File: src/rtl/cam_cfg_pkg.sv
// cam_cfg_pkg: shared definitions for the camera configuration sequencer.
//   END_MARK   - table word that terminates configuration
//   DELAY_MARK - table word that inserts a timed delay (only honoured when
//                CAM_CFG_DELAY_EN is defined)
//   cfg_state_e - 3-bit sequencer state encoding
package cam_cfg_pkg;

  localparam logic [15:0] END_MARK   = 16'hFFFF;
  localparam logic [15:0] DELAY_MARK = 16'hFFF0;

  typedef enum logic [2:0] {
    ST_IDLE     = 3'd0,
    ST_FETCH    = 3'd1,
    ST_WAIT_ROM = 3'd2,
    ST_DECODE   = 3'd3,
    ST_SEND     = 3'd4,
    ST_DELAY    = 3'd5,
    ST_DONE     = 3'd6,
    ST_FAULT    = 3'd7
  } cfg_state_e;

  function automatic logic is_end_mark(input logic [15:0] w);
    return w == END_MARK;
  endfunction

endpackage

File: src/rtl/cam_cfg_timer.sv
// cam_cfg_timer: loadable saturating down-counter with a done flag.
// Shared by the SEND timeout and the DELAY wait.
//   clk, reset  - clock, synchronous active-high reset
//   clr         - synchronous clear to zero
//   load        - load load_val (wins over en)
//   load_val    - value loaded on load
//   en          - decrement by one; holds at zero, never wraps
//   done        - counter is zero
module cam_cfg_timer #(
  parameter int W = 16
) (
  input  logic         clk,
  input  logic         reset,
  input  logic         clr,
  input  logic         load,
  input  logic [W-1:0] load_val,
  input  logic         en,
  output logic         done
);

  logic [W-1:0] cnt;

  always_ff @(posedge clk) begin
    if (reset || clr)            cnt <= '0;
    else if (load)               cnt <= load_val;
    else if (en && cnt != '0)    cnt <= cnt - W'(1);
  end

  assign done = (cnt == '0);

endmodule

File: src/rtl/cam_cfg_sequencer.sv
// cam_cfg_sequencer: walks a registered {reg,value} table ROM and issues
// one SCCB write per entry, in table order, after reset.
//   clk, reset      - clock, synchronous active-high reset
//   resend          - pulse: restart configuration from entry 0
//   rom_addr        - table address (ROM data valid one cycle later)
//   rom_data        - {reg[15:8], value[7:0]}
//   sccb_send       - write request, held until sccb_taken
//   sccb_taken      - SCCB master accepted id/reg/value
//   sccb_id         - constant SLAVE_ID
//   sccb_reg/value  - write payload, stable while sccb_send is high
//   configured      - table finished (end marker or last address)
//   fault           - SCCB master never took a write within TIMEOUT cycles
// Build option: CAM_CFG_DELAY_EN enables 16'hFFF0 as a delay marker of
// DELAY_TICKS cycles; without it that word is written like any other.
module cam_cfg_sequencer import cam_cfg_pkg::*; #(
  parameter logic [7:0] SLAVE_ID    = 8'h42,
  parameter int         ADDR_W      = 8,
  parameter int         DELAY_TICKS = 250000,
  parameter int         TIMEOUT     = 65535
) (
  input  logic              clk,
  input  logic              reset,
  input  logic              resend,
  output logic [ADDR_W-1:0] rom_addr,
  input  logic [15:0]       rom_data,
  output logic              sccb_send,
  input  logic              sccb_taken,
  output logic [7:0]        sccb_id,
  output logic [7:0]        sccb_reg,
  output logic [7:0]        sccb_value,
  output logic              configured,
  output logic              fault
);

  localparam int TO_W = $clog2(TIMEOUT + 1);
`ifdef CAM_CFG_DELAY_EN
  localparam int TW = (TO_W > 32) ? TO_W : 32;
  // The marker's own FETCH/WAIT_ROM/DECODE cycles count toward the delay,
  // so the dwell in DELAY is DELAY_TICKS-3 cycles (load+1 with done at 0).
  localparam logic [TW-1:0] DLY_LOAD = (DELAY_TICKS > 4) ? TW'(DELAY_TICKS - 4) : '0;
`else
  localparam int TW = TO_W;
`endif
  // done at zero after load+1 SEND cycles -> FAULT after TIMEOUT cycles of send
  localparam logic [TW-1:0] TO_LOAD = (TIMEOUT > 1) ? TW'(TIMEOUT - 1) : '0;

  cfg_state_e        state, nxt;
  logic [ADDR_W-1:0] addr_q;
  logic [7:0]        reg_q, val_q;
  logic              restart, last_entry;
  logic              tmr_load, tmr_en, tmr_done;
  logic [TW-1:0]     tmr_val;

  assign restart    = resend && (state != ST_IDLE);
  assign last_entry = (addr_q == {ADDR_W{1'b1}});

  // state register
  always_ff @(posedge clk) begin
    if (reset) state <= ST_IDLE;
    else       state <= nxt;
  end

  // next state
  always_comb begin
    nxt = state;
    case (state)
      ST_IDLE:     nxt = ST_FETCH;
      ST_FETCH:    nxt = ST_WAIT_ROM;
      ST_WAIT_ROM: nxt = ST_DECODE;
      ST_DECODE: begin
        if (is_end_mark(rom_data))       nxt = ST_DONE;
`ifdef CAM_CFG_DELAY_EN
        else if (rom_data == DELAY_MARK) nxt = ST_DELAY;
`endif
        else                             nxt = ST_SEND;
      end
      ST_SEND: begin
        // an accepted write beats a same-cycle timeout
        if (sccb_taken)    nxt = last_entry ? ST_DONE : ST_FETCH;
        else if (tmr_done) nxt = ST_FAULT;
      end
`ifdef CAM_CFG_DELAY_EN
      ST_DELAY: if (tmr_done) nxt = last_entry ? ST_DONE : ST_FETCH;
`endif
      ST_DONE:     nxt = ST_DONE;
      ST_FAULT:    nxt = ST_FAULT;
      default:     nxt = ST_IDLE;
    endcase
    if (restart) nxt = ST_FETCH;
  end

  // outputs and timer control
  always_comb begin
    sccb_send  = (state == ST_SEND);
    configured = (state == ST_DONE);
    fault      = (state == ST_FAULT);
    tmr_load   = (state == ST_DECODE) && (nxt == ST_SEND);
    tmr_val    = TO_LOAD;
    tmr_en     = (state == ST_SEND);
`ifdef CAM_CFG_DELAY_EN
    if (state == ST_DECODE && nxt == ST_DELAY) begin
      tmr_load = 1'b1;
      tmr_val  = DLY_LOAD;
    end
    if (state == ST_DELAY) tmr_en = 1'b1;
`endif
  end

  // table address and latched payload
  always_ff @(posedge clk) begin
    if (reset) begin
      addr_q <= '0;
      reg_q  <= '0;
      val_q  <= '0;
    end else if (restart) begin
      addr_q <= '0;
    end else begin
      if (state == ST_DECODE && nxt == ST_SEND) {reg_q, val_q} <= rom_data;
      // advancing to FETCH from SEND/DELAY means the entry finished and was not last
      if (nxt == ST_FETCH && (state == ST_SEND || state == ST_DELAY))
        addr_q <= addr_q + ADDR_W'(1);
    end
  end

  cam_cfg_timer #(.W(TW)) u_timer (
    .clk      (clk),
    .reset    (reset),
    .clr      (restart),
    .load     (tmr_load),
    .load_val (tmr_val),
    .en       (tmr_en),
    .done     (tmr_done)
  );

  assign rom_addr   = addr_q;
  assign sccb_id    = SLAVE_ID;
  assign sccb_reg   = reg_q;
  assign sccb_value = val_q;

endmodule

File: config.mk
export PLATFORM = sky130hd
export DESIGN_NAME = cam_cfg_sequencer
export DESIGN_NICKNAME = d
export VERILOG_FILES = /design/src/rtl/cam_cfg_pkg.sv /design/src/rtl/cam_cfg_timer.sv /design/src/rtl/cam_cfg_sequencer.sv
export SDC_FILE = /design/constraint.sdc
export NUM_CORES = 1
export LEC_CHECK = 0
export CORE_MARGIN = 2
export CORE_UTILIZATION = 46
export DETAILED_ROUTE_END_ITERATION = 10
export GPL_TIMING_DRIVEN = 1
export PLACE_DENSITY = 0.76
export REMOVE_ABC_BUFFERS = 1
export SYNTH_ARGS = -nofsm -noshare
export SYNTH_HDL_FRONTEND = slang
export SYNTH_HIERARCHICAL = 1
export SYNTH_SLANG_ARGS = --single-unit
File: constraint.sdc
create_clock -name clk -period 2.79 [get_ports clk]
set_clock_uncertainty 0.15 [all_clocks]
set_input_delay 0.837 -clock clk [delete_from_list [all_inputs] [get_ports clk]]
set_output_delay 0.837 -clock clk [all_outputs]
set_load 0.03 [all_outputs]
# Yosys cells after proc, flatten, opt, wreduce, memory -nomap -nowiden
# Cells that the tools add are included.
# Widths: inputs -> output; s select.
# word_totals
regBits	43
inputBits	20
output_inout_bits	35
elab_cells	42
# op_classes
addsub	2
eq_ne	11
muxes	8
bitwise	1
reduce_logical	14
# ops
op	n
$mux 16	2
$pmux 3 s7	1
$eq 16x16->1 const B	1
$logic_not 16->1	1
$reduce_bool 16->1	1
$sub 16x1->16 const B	1
$eq 3x3->1 const B	5
$mux 3	4
$add 8x1->8 const B	1
$eq 8x8->1 const B	1
$eq 3x1->1 const B	2
$eq 3x2->1 const B	2
$logic_and 1x1->1	4
$reduce_or 2->1	2
$logic_not 3->1	1
$reduce_bool 3->1	1
$logic_or 1x1->1	2
$mux 2	1
$reduce_and 2->1	1
$reduce_bool 2->1	1
$not 1->1	1

# Longest topological paths before layout
# Gate-level depths: netlist (run 1).
# logic_depth
depth_word	8
depth_mapped	10
depth_no_buf	8

# Cells and area by module
# Netlist (run 1), hierarchy kept.
# by_module_without_submodules
mod	instances	cells_each	area_per_inst_um2	seq_area_each_um2
cam_cfg_sequencer	1	162	1458.9	540.5
cam_cfg_timer	1	135	1071.0	320.3

# Worst setup path before layout (run 1)
# No wires, ideal clock.
# synth_path
path_kind	in2reg
from	input port rom_data[14]
to	register u_timer.cnt[13]
setup_ps	117
arrival_time_ps	2524
required_time_ps	2523
path_slack_ps	-2
stages	8
path_buffers	2
path_cell_list	nand4_1 > o41ai_2 > nor2_4 > buf_6 > clkbuf_1 > nor3_1 > a21boi_0 > a32o_1
# synth_via
elab_chain_cells	7
elab_cells_between_ends	8
classes_between	eq/ne: 2; mux: 4; reduce/logical: 2
# synth_lines
element	line_no	rtl
start: declaration	cam_cfg_sequencer.sv:25	input logic [15:0] rom_data,
$eq 16x16->1 (*)	cam_cfg_pkg.sv:23	return w == END_MARK;
$mux 2 (*)	cam_cfg_sequencer.sv:71	if (is_end_mark(rom_data)) nxt = ST_DONE;
$pmux 3 s7 (*)	cam_cfg_sequencer.sv:66	case (state)
$mux 3 (*)	cam_cfg_sequencer.sv:89	if (restart) nxt = ST_FETCH;
$eq 3x3->1 (*)	cam_cfg_sequencer.sv:97	tmr_load = (state == ST_DECODE) && (nxt == ST_SEND);
$logic_and 1x1->1 (*)	cam_cfg_sequencer.sv:97	
named net tmr_load	cam_cfg_sequencer.sv:51	logic tmr_load, tmr_en, tmr_done;
$mux 16 or $reduce_bool 2->1 (tied branches)	n/a	
end signal: assignment	cam_cfg_timer.sv:25	else if (load) cnt <= load_val;
end signal: assignment	cam_cfg_timer.sv:26	else if (en && cnt != '0) cnt <= cnt - W'(1);
end: declaration	cam_cfg_timer.sv:21	logic [W-1:0] cnt;
# Mark *: on every way through the listed nets, which the timed path passes. The rest lies on a longest branch.
# A chain may end at the register's enable or synchronous reset.

# Final worst setup path (run 1)
# layout_path
from	input port rom_data[14]
to	register u_timer.cnt[6]
# layout_via
elab_chain_cells	7
elab_cells_between_ends	8
classes_between	eq/ne: 2; mux: 4; reduce/logical: 2
# layout_lines
element	line_no
$eq 16x16->1 (*)	cam_cfg_pkg.sv:23
$mux 2 (*)	cam_cfg_sequencer.sv:71
$pmux 3 s7 (*)	cam_cfg_sequencer.sv:66
$mux 3 (*)	cam_cfg_sequencer.sv:89
$eq 3x3->1 (*)	cam_cfg_sequencer.sv:97
$logic_and 1x1->1 (*)	cam_cfg_sequencer.sv:97
$mux 16 or $reduce_bool 2->1 (tied branches)	n/a
# Every way passes the cells marked *; elsewhere a longest branch is shown, timed or not.

==> impl_metrics.csv, run 1 <==
group,metric,value,unit
place,gp_congestion,0.859,
grt,grt_pass1_wl,10300,um
worst_hold_path,holdCritPathClass,"register to register",
synth,seq_area_frac_synth,34.0,%
cells_and_area,finish.instance_area,3360,um^2
clock_network,post_cts_resized,0,
grt,antenna_found_initial,0,
die,die-area,6110,um^2
clock_network,clock_latency,0.30,ns
clock_network,cts_setup_buffers,0,
clock_network,holdBufCountCts,0,
clock_network,htreeDepth,2,
route,wl_met3,264,um
sta,maxSlewViolCount,0,
clock_network,cts_buffer_depth,2,
sta,rsz0062_at_grt,"false",
route,drtPass1Iterations,5,
route,drt-initial-drc-count,212,
route,topRoutingLayerUsed,"met4",
clock_network,clock_sinks,43,
critical_path,cpMaxStageDelayCell,"clkdlybuf4s50_1",
critical_path,slowest_delay,0.49,ns
critical_path,worstSetupPathType,"primary input to register",
cells_and_area,mostFrequentLayoutCell,"clkdlybuf4s50_1",
die,die_y,78.2,um
critical_path,cp_cell_sequence,"clkdlybuf4s50_1 > nand4_1 > o41ai_2 > buf_4 > nor2_4 > nor3_1 > a21boi_1 > a32o_1",
synth,synth_top_area_share,34.0,%
synth,yosys.area.top_type,"dfxtp_1",
route,drt-met1-wl,2730,um
synth,synth_flop_cell,"dfxtp_1",
cells_and_area,area_growth,33.0,%
critical_path,crit_buf_inv,2,
synth,syn_area,2530,um^2
place,place_ws,-0.231,ns
cells_and_area,largest_reg_flops,16,
cells_and_area,regMostFlops,"u_timer/cnt",
grt,grt_pass1_vias,2183,
power_and_ir_drop,total_power,1.42,mW
sta,min_period_over_period,96.2,%
clock_network,cts_tree,"yes",
route,dr_total_vias,2461,
clock_network,root_buffer,"clkbuf_8",
sta,max_slew_margin,59.7,%
place,portBuffers,46,
sta,finalCriticalPeriod,2.68,ns
critical_path,crit_path_max_fanout,6,
place,hpwlAfterDp,4590,um
critical_path,worst_ep_required_time,2.84,ns
sta,fmax,372,MHz
grt,grt_max_degree,33,
sta,final_hold_viol_count,0,
synth,synthArstFlopShare,0,%
route,drc,0,
run,cap_violations,0,
critical_path,cp-end-kind,"register",
synth,synthTopCellsByArea,"dfxtp_1 (34%), nand2b_1 (8.9%), mux2i_1 (7.5%)",
place,numPlacedInstances,443,
synth,avgSynthCellArea,8.52,um^2
grt,grt-ovfl-total,0,
critical_path,start_kind,"primary input",
synth,synth_cell_types,59,
clock_network,cts_buffers,5,
cells_and_area,num-nets-final,400,
cells_and_area,n_antenna_cell,0,
clock_network,clkTransAtPathRegs,0.08,ns
sta,fin_ws,0.105,ns
sta,setup_violations,0,
die,die_w,78.2,um
die,core,5410,um^2
die,row_count,27,
power_and_ir_drop,power.density,422,nW/um^2
synth,ys_ff_latch,43,
die,start_util,46.8,%
critical_path,worstPathArrival,2.73,ns
power_and_ir_drop,peakVddDrop,202,uV
sta,setup_tns,0,ns
sta,worst_hold_slack,0.327,ns
cells_and_area,final_util,62.2,%
die,pin_count,55,
place,place_area,3260,um^2
route,wirelength,6060,um
critical_path,critPathTopFamily,"compound AO/OA/AOI/OAI gates",
grt,grt_usage,20.9,%
cells_and_area,final_cells,450,
power_and_ir_drop,power.leakage,1.26,nW
route,met2_length,2890,um
cells_and_area,layout_common_cells,"clkdlybuf4s50_1 (45), dfxtp_1 (43), nand2b_1 (36)",
route,postRouteAntennaNets,0,
cells_and_area,drive_gt1_share,12.4,%
route,vias_per_cell,5.47,
sta,worst_pin_slew,0.596,ns
synth,yosysWarnings,6,
route,routedWlPerCell,13.5,um
synth,netlist_instances,297,
status,status,"finished, final reports clean",
synth,synth_edf_count,0,
-- per-layer routing --
metal	vias to the layer above	GRT usage, %
li1	1236	-
met5	-	0
met4	0	9.47
met3	14	2.99
met2	63	34.1
met1	1148	27.3
-- synth_stat cells (2+ instances only) --
cell type / count
dfxtp_1: 43
nand2b_1: 36
mux2i_1: 19
a21oi_1: 18
nand2_1: 18
nor2_1: 15
o21ai_0: 13
nand3_1: 12
nand4_1: 12
clkbuf_1: 9
buf_4: 8
nor3_1: 8
inv_1: 7
or3_1: 7
a31oi_1: 5
and3_1: 5
a32o_1: 3
o211ai_1: 3
o311a_1: 3
a2111o_1: 2
a21boi_0: 2
a21o_1: 2
buf_2: 2
conb_1: 2
ha_1: 2
nor4_4: 2
o21a_1: 2
o21ai_1: 2
o31ai_1: 2
o41ai_1: 2
or4_1: 2
or4_4: 2
-- power breakdown --
part / leakage, nW / internal (mW) / switching, mW
Combinational: 0.867 / 0.131 / 0.166
Sequential: 0.348 / 0.628 / 0.0172
Clock: 0.0502 / 0.262 / 0.216
Total: 1.26 / 1.02 / 0.399
-- area by class of cell --
| class | instances | area [um^2] |
|---|---|---|
| fill | 507 | 2040 |
| multi-input combinational | 249 | 1610 |
| sequential | 43 | 861 |
| timing repair buffer | 72 | 671 |
| tap | 72 | 90.1 |
| clock buffer | 5 | 68.8 |
| clock inverter | 2 | 37.5 |
| inverter | 7 | 26.3 |
-- cells by family after synthesis --
family	after synthesis	synth area share (%)
simple gates	131	30.7
compound gates	72	20.6
flops	43	34.0
buf+inv	27	5.59
mux	19	7.52
fa+ha+maj	2	0.989
other cells	2	0.297
xor+xnor	1	0.346
-- final timing paths --
path	start	endpoint	slack (ns)	cells after the start
setup / recovery	rom_data[14]	u_timer/cnt[6]	0.11	8
hold / removal	sccb_value[4]	sccb_value[4]	0.33	2
setup reg to reg	u_timer/cnt[1]	state[1]	0.65	9
hold reg to reg	sccb_value[4]	sccb_value[4]	0.33	2
-- tightest hold or removal path: stages (launching register included) --
cell	delay [ns]
dfxtp_1	0.32
nand2b_1	0.06
mux2i_1	0.05
Power figures use the tool's default switching activity.
==> run 2: changes to the inputs <==
- CORE_UTILIZATION: 46 -> 47
- CTS_BUF_LIST: not set -> sky130_fd_sc_hd__clkbuf_8
- PLACE_DENSITY: 0.76 -> 0.78
- SKIP_LAST_GASP: not set -> 1
==> impl_metrics.csv, run 2 (same netlist as run 1, synthesis figures left out) <==
group,metric,value,unit
status,status,"finished, final reports clean",
critical_path,cp-end-kind,"output port",
place,place_ws,-0.219,ns
die,core,5140,um^2
power_and_ir_drop,seq_power_share,47.8,%
route,drt-initial-drc-count,220,
critical_path,critPathTopFamily,"buffers and inverters",
sta,worst_pin_slew,0.588,ns
power_and_ir_drop,p_sw,396,uW
grt,met1_usage,27.8,%
critical_path,slowest_delay,0.69,ns
power_and_ir_drop,peakVddDrop,216,uV
sta,setup_violations,0,
cells_and_area,largest_reg_flops,16,
power_and_ir_drop,intPower,954,uW
sta,max_slew_margin,60.3,%
grt,grt_pass1_wl,10800,um
grt,grt_max_degree,33,
sta,fin_ws,0.0618,ns
run,cap_violations,0,
critical_path,crit_buf_inv,1,
critical_path,crit_path_max_fanout,8,
critical_path,cp_cell_sequence,"nor2_1 > and2_1 > clkdlybuf4s50_1",
cells_and_area,final_util,65.3,%
clock_network,cts_buffers,5,
grt,grt-ovfl-total,0,
cells_and_area,num-nets-final,401,
sta,final_hold_viol_count,0,
route,drc,0,
sta,rsz0062_at_grt,"false",
die,row_count,26,
place,portBuffers,46,
cells_and_area,regMostFlops,"u_timer/cnt",
cells_and_area,area_growth,32.7,%
route,vias_per_cell,5.54,
critical_path,worstSetupPathType,"register to output port",
die,start_util,49.2,%
clock_network,cts_setup_buffers,0,
power_and_ir_drop,p_sw_share,29.4,%
sta,fmax,367,MHz
place,hpwlAfterDp,4780,um
grt,grt-busiest-layer,"met2",
sta,worst_hold_slack,0.327,ns
clock_network,cts_buffer_depth,2,
power_and_ir_drop,power.density,402,nW/um^2
clock_network,cts_tree,"yes",
die,die_w,77.4,um
cells_and_area,layout_common_cells,"clkdlybuf4s50_1 (43), dfxtp_1 (43), nand2b_1 (36)",
grt,grt_usage,21.9,%
sta,min_period_over_period,97.8,%
critical_path,start_kind,"register",
clock_network,htreeDepth,2,
critical_path,worstPathArrival,1.74,ns
clock_network,clock_latency,0.29,ns
clock_network,clkTransAtPathRegs,0.09,ns
sta,maxSlewViolCount,0,
route,dr_total_vias,2488,
place,gp_congestion,0.870,
grt,use_met2,37.6,%
route,routedWlPerCell,14.3,um
power_and_ir_drop,power_frac_clock,29.9,%
cells_and_area,n_antenna_cell,0,
die,pin_count,55,
critical_path,worst_ep_required_time,1.80,ns
grt,grtUsageMet3,3.14,%
critical_path,cpMaxStageDelayCell,"clkdlybuf4s50_1",
clock_network,clock_sinks,43,
die,die_y,77.4,um
grt,grt_pass1_vias,2396,
route,wirelength,6400,um
grt,antenna_found_initial,0,
clock_network,root_buffer,"clkbuf_8",
worst_hold_path,holdCritPathClass,"register to register",
cells_and_area,drive_gt1_share,12.9,%
route,postRouteAntennaNets,0,
route,drtPass1Iterations,4,
power_and_ir_drop,p_comb_share,22.2,%
power_and_ir_drop,power.leakage,1.28,nW
die,die-area,5990,um^2
sta,finalCriticalPeriod,2.73,ns
[run 2: cell types whose count changed in the layout (fill, tap and decap cells not counted), moves of 2 or more]
cell | previous run | this run
dlymetal6s2s_1 | 1 | 3
nor3_2 | 0 | 2
nor3_1 | 8 | 6
clkdlybuf4s50_1 | 45 | 43
o21ai_0 | 13 | 11
o21ai_1 | 2 | 4
[run 2: worst min-delay path, cell delays in order, from the launching register on]
cell      delay, ns
dfxtp_1        0.32
nand2b_1       0.06
mux2i_1        0.06
[run 2: repair_timing]
action                                  CTS  global route
hold buffers                              0             0
gates resized for setup                   0             9
endpoints found under the setup margin    0             5
[run 2: area by class of cell]
class,instances,area (um^2)
well taps,70,87.6
fillers,455,1780
clock buffers,6,82.6
repair buffers,73,674
inverters,7,26.3
multi-input cells,249,1620
clock inverters,1,5.00
flip-flops and latches,43,861
[run 2: metrics by stage]
| stage | TNS, ns | area, um^2 | total power [mW] | cells |
|---|---|---|---|---|
| after global placement | -1.05 | 3250 | 0.947 | 442 |
| after global routing | 0 | 3360 | 1.41 | 449 |
| after floorplan | 0 | 2500 | 0.826 | 299 |
| final | 0 | 3360 | 1.35 | 449 |
| after detailed placement | -1.53 | 3250 | 0.952 | 442 |
| after CTS | 0 | 3340 | 1.35 | 449 |
[run 2: path summary, 6_finish.rpt]
| path | slack, ns | start | cells after the start | end |
|---|---|---|---|---|
| worst max-delay path | 0.06 | state[1] | 3 | sccb_send |
| worst min-delay path | 0.33 | sccb_value[7] | 2 | sccb_value[7] |
| worst max register to register | 0.58 | state[1] | 6 | u_timer/cnt[5] |
| worst min register to register | 0.33 | sccb_value[7] | 2 | sccb_value[7] |
[run 2: per-layer routing]
layer | share of wire [%] | vias up
met4 | 1.7 | 0
met3 | 4.6 | 16
met2 | 49 | 68
met5 | 0 | -
li1 | - | 1226
met1 | 45 | 1178
[run 2: power groups by stage]
stage	Clock, mW	Sequential [mW]	Combinational [mW]
floorplan	0	0.667	0.160
global placement	0	0.659	0.288
detailed placement	0	0.660	0.292
CTS	0.411	0.646	0.294
global route	0.431	0.648	0.327
finish	0.404	0.646	0.300
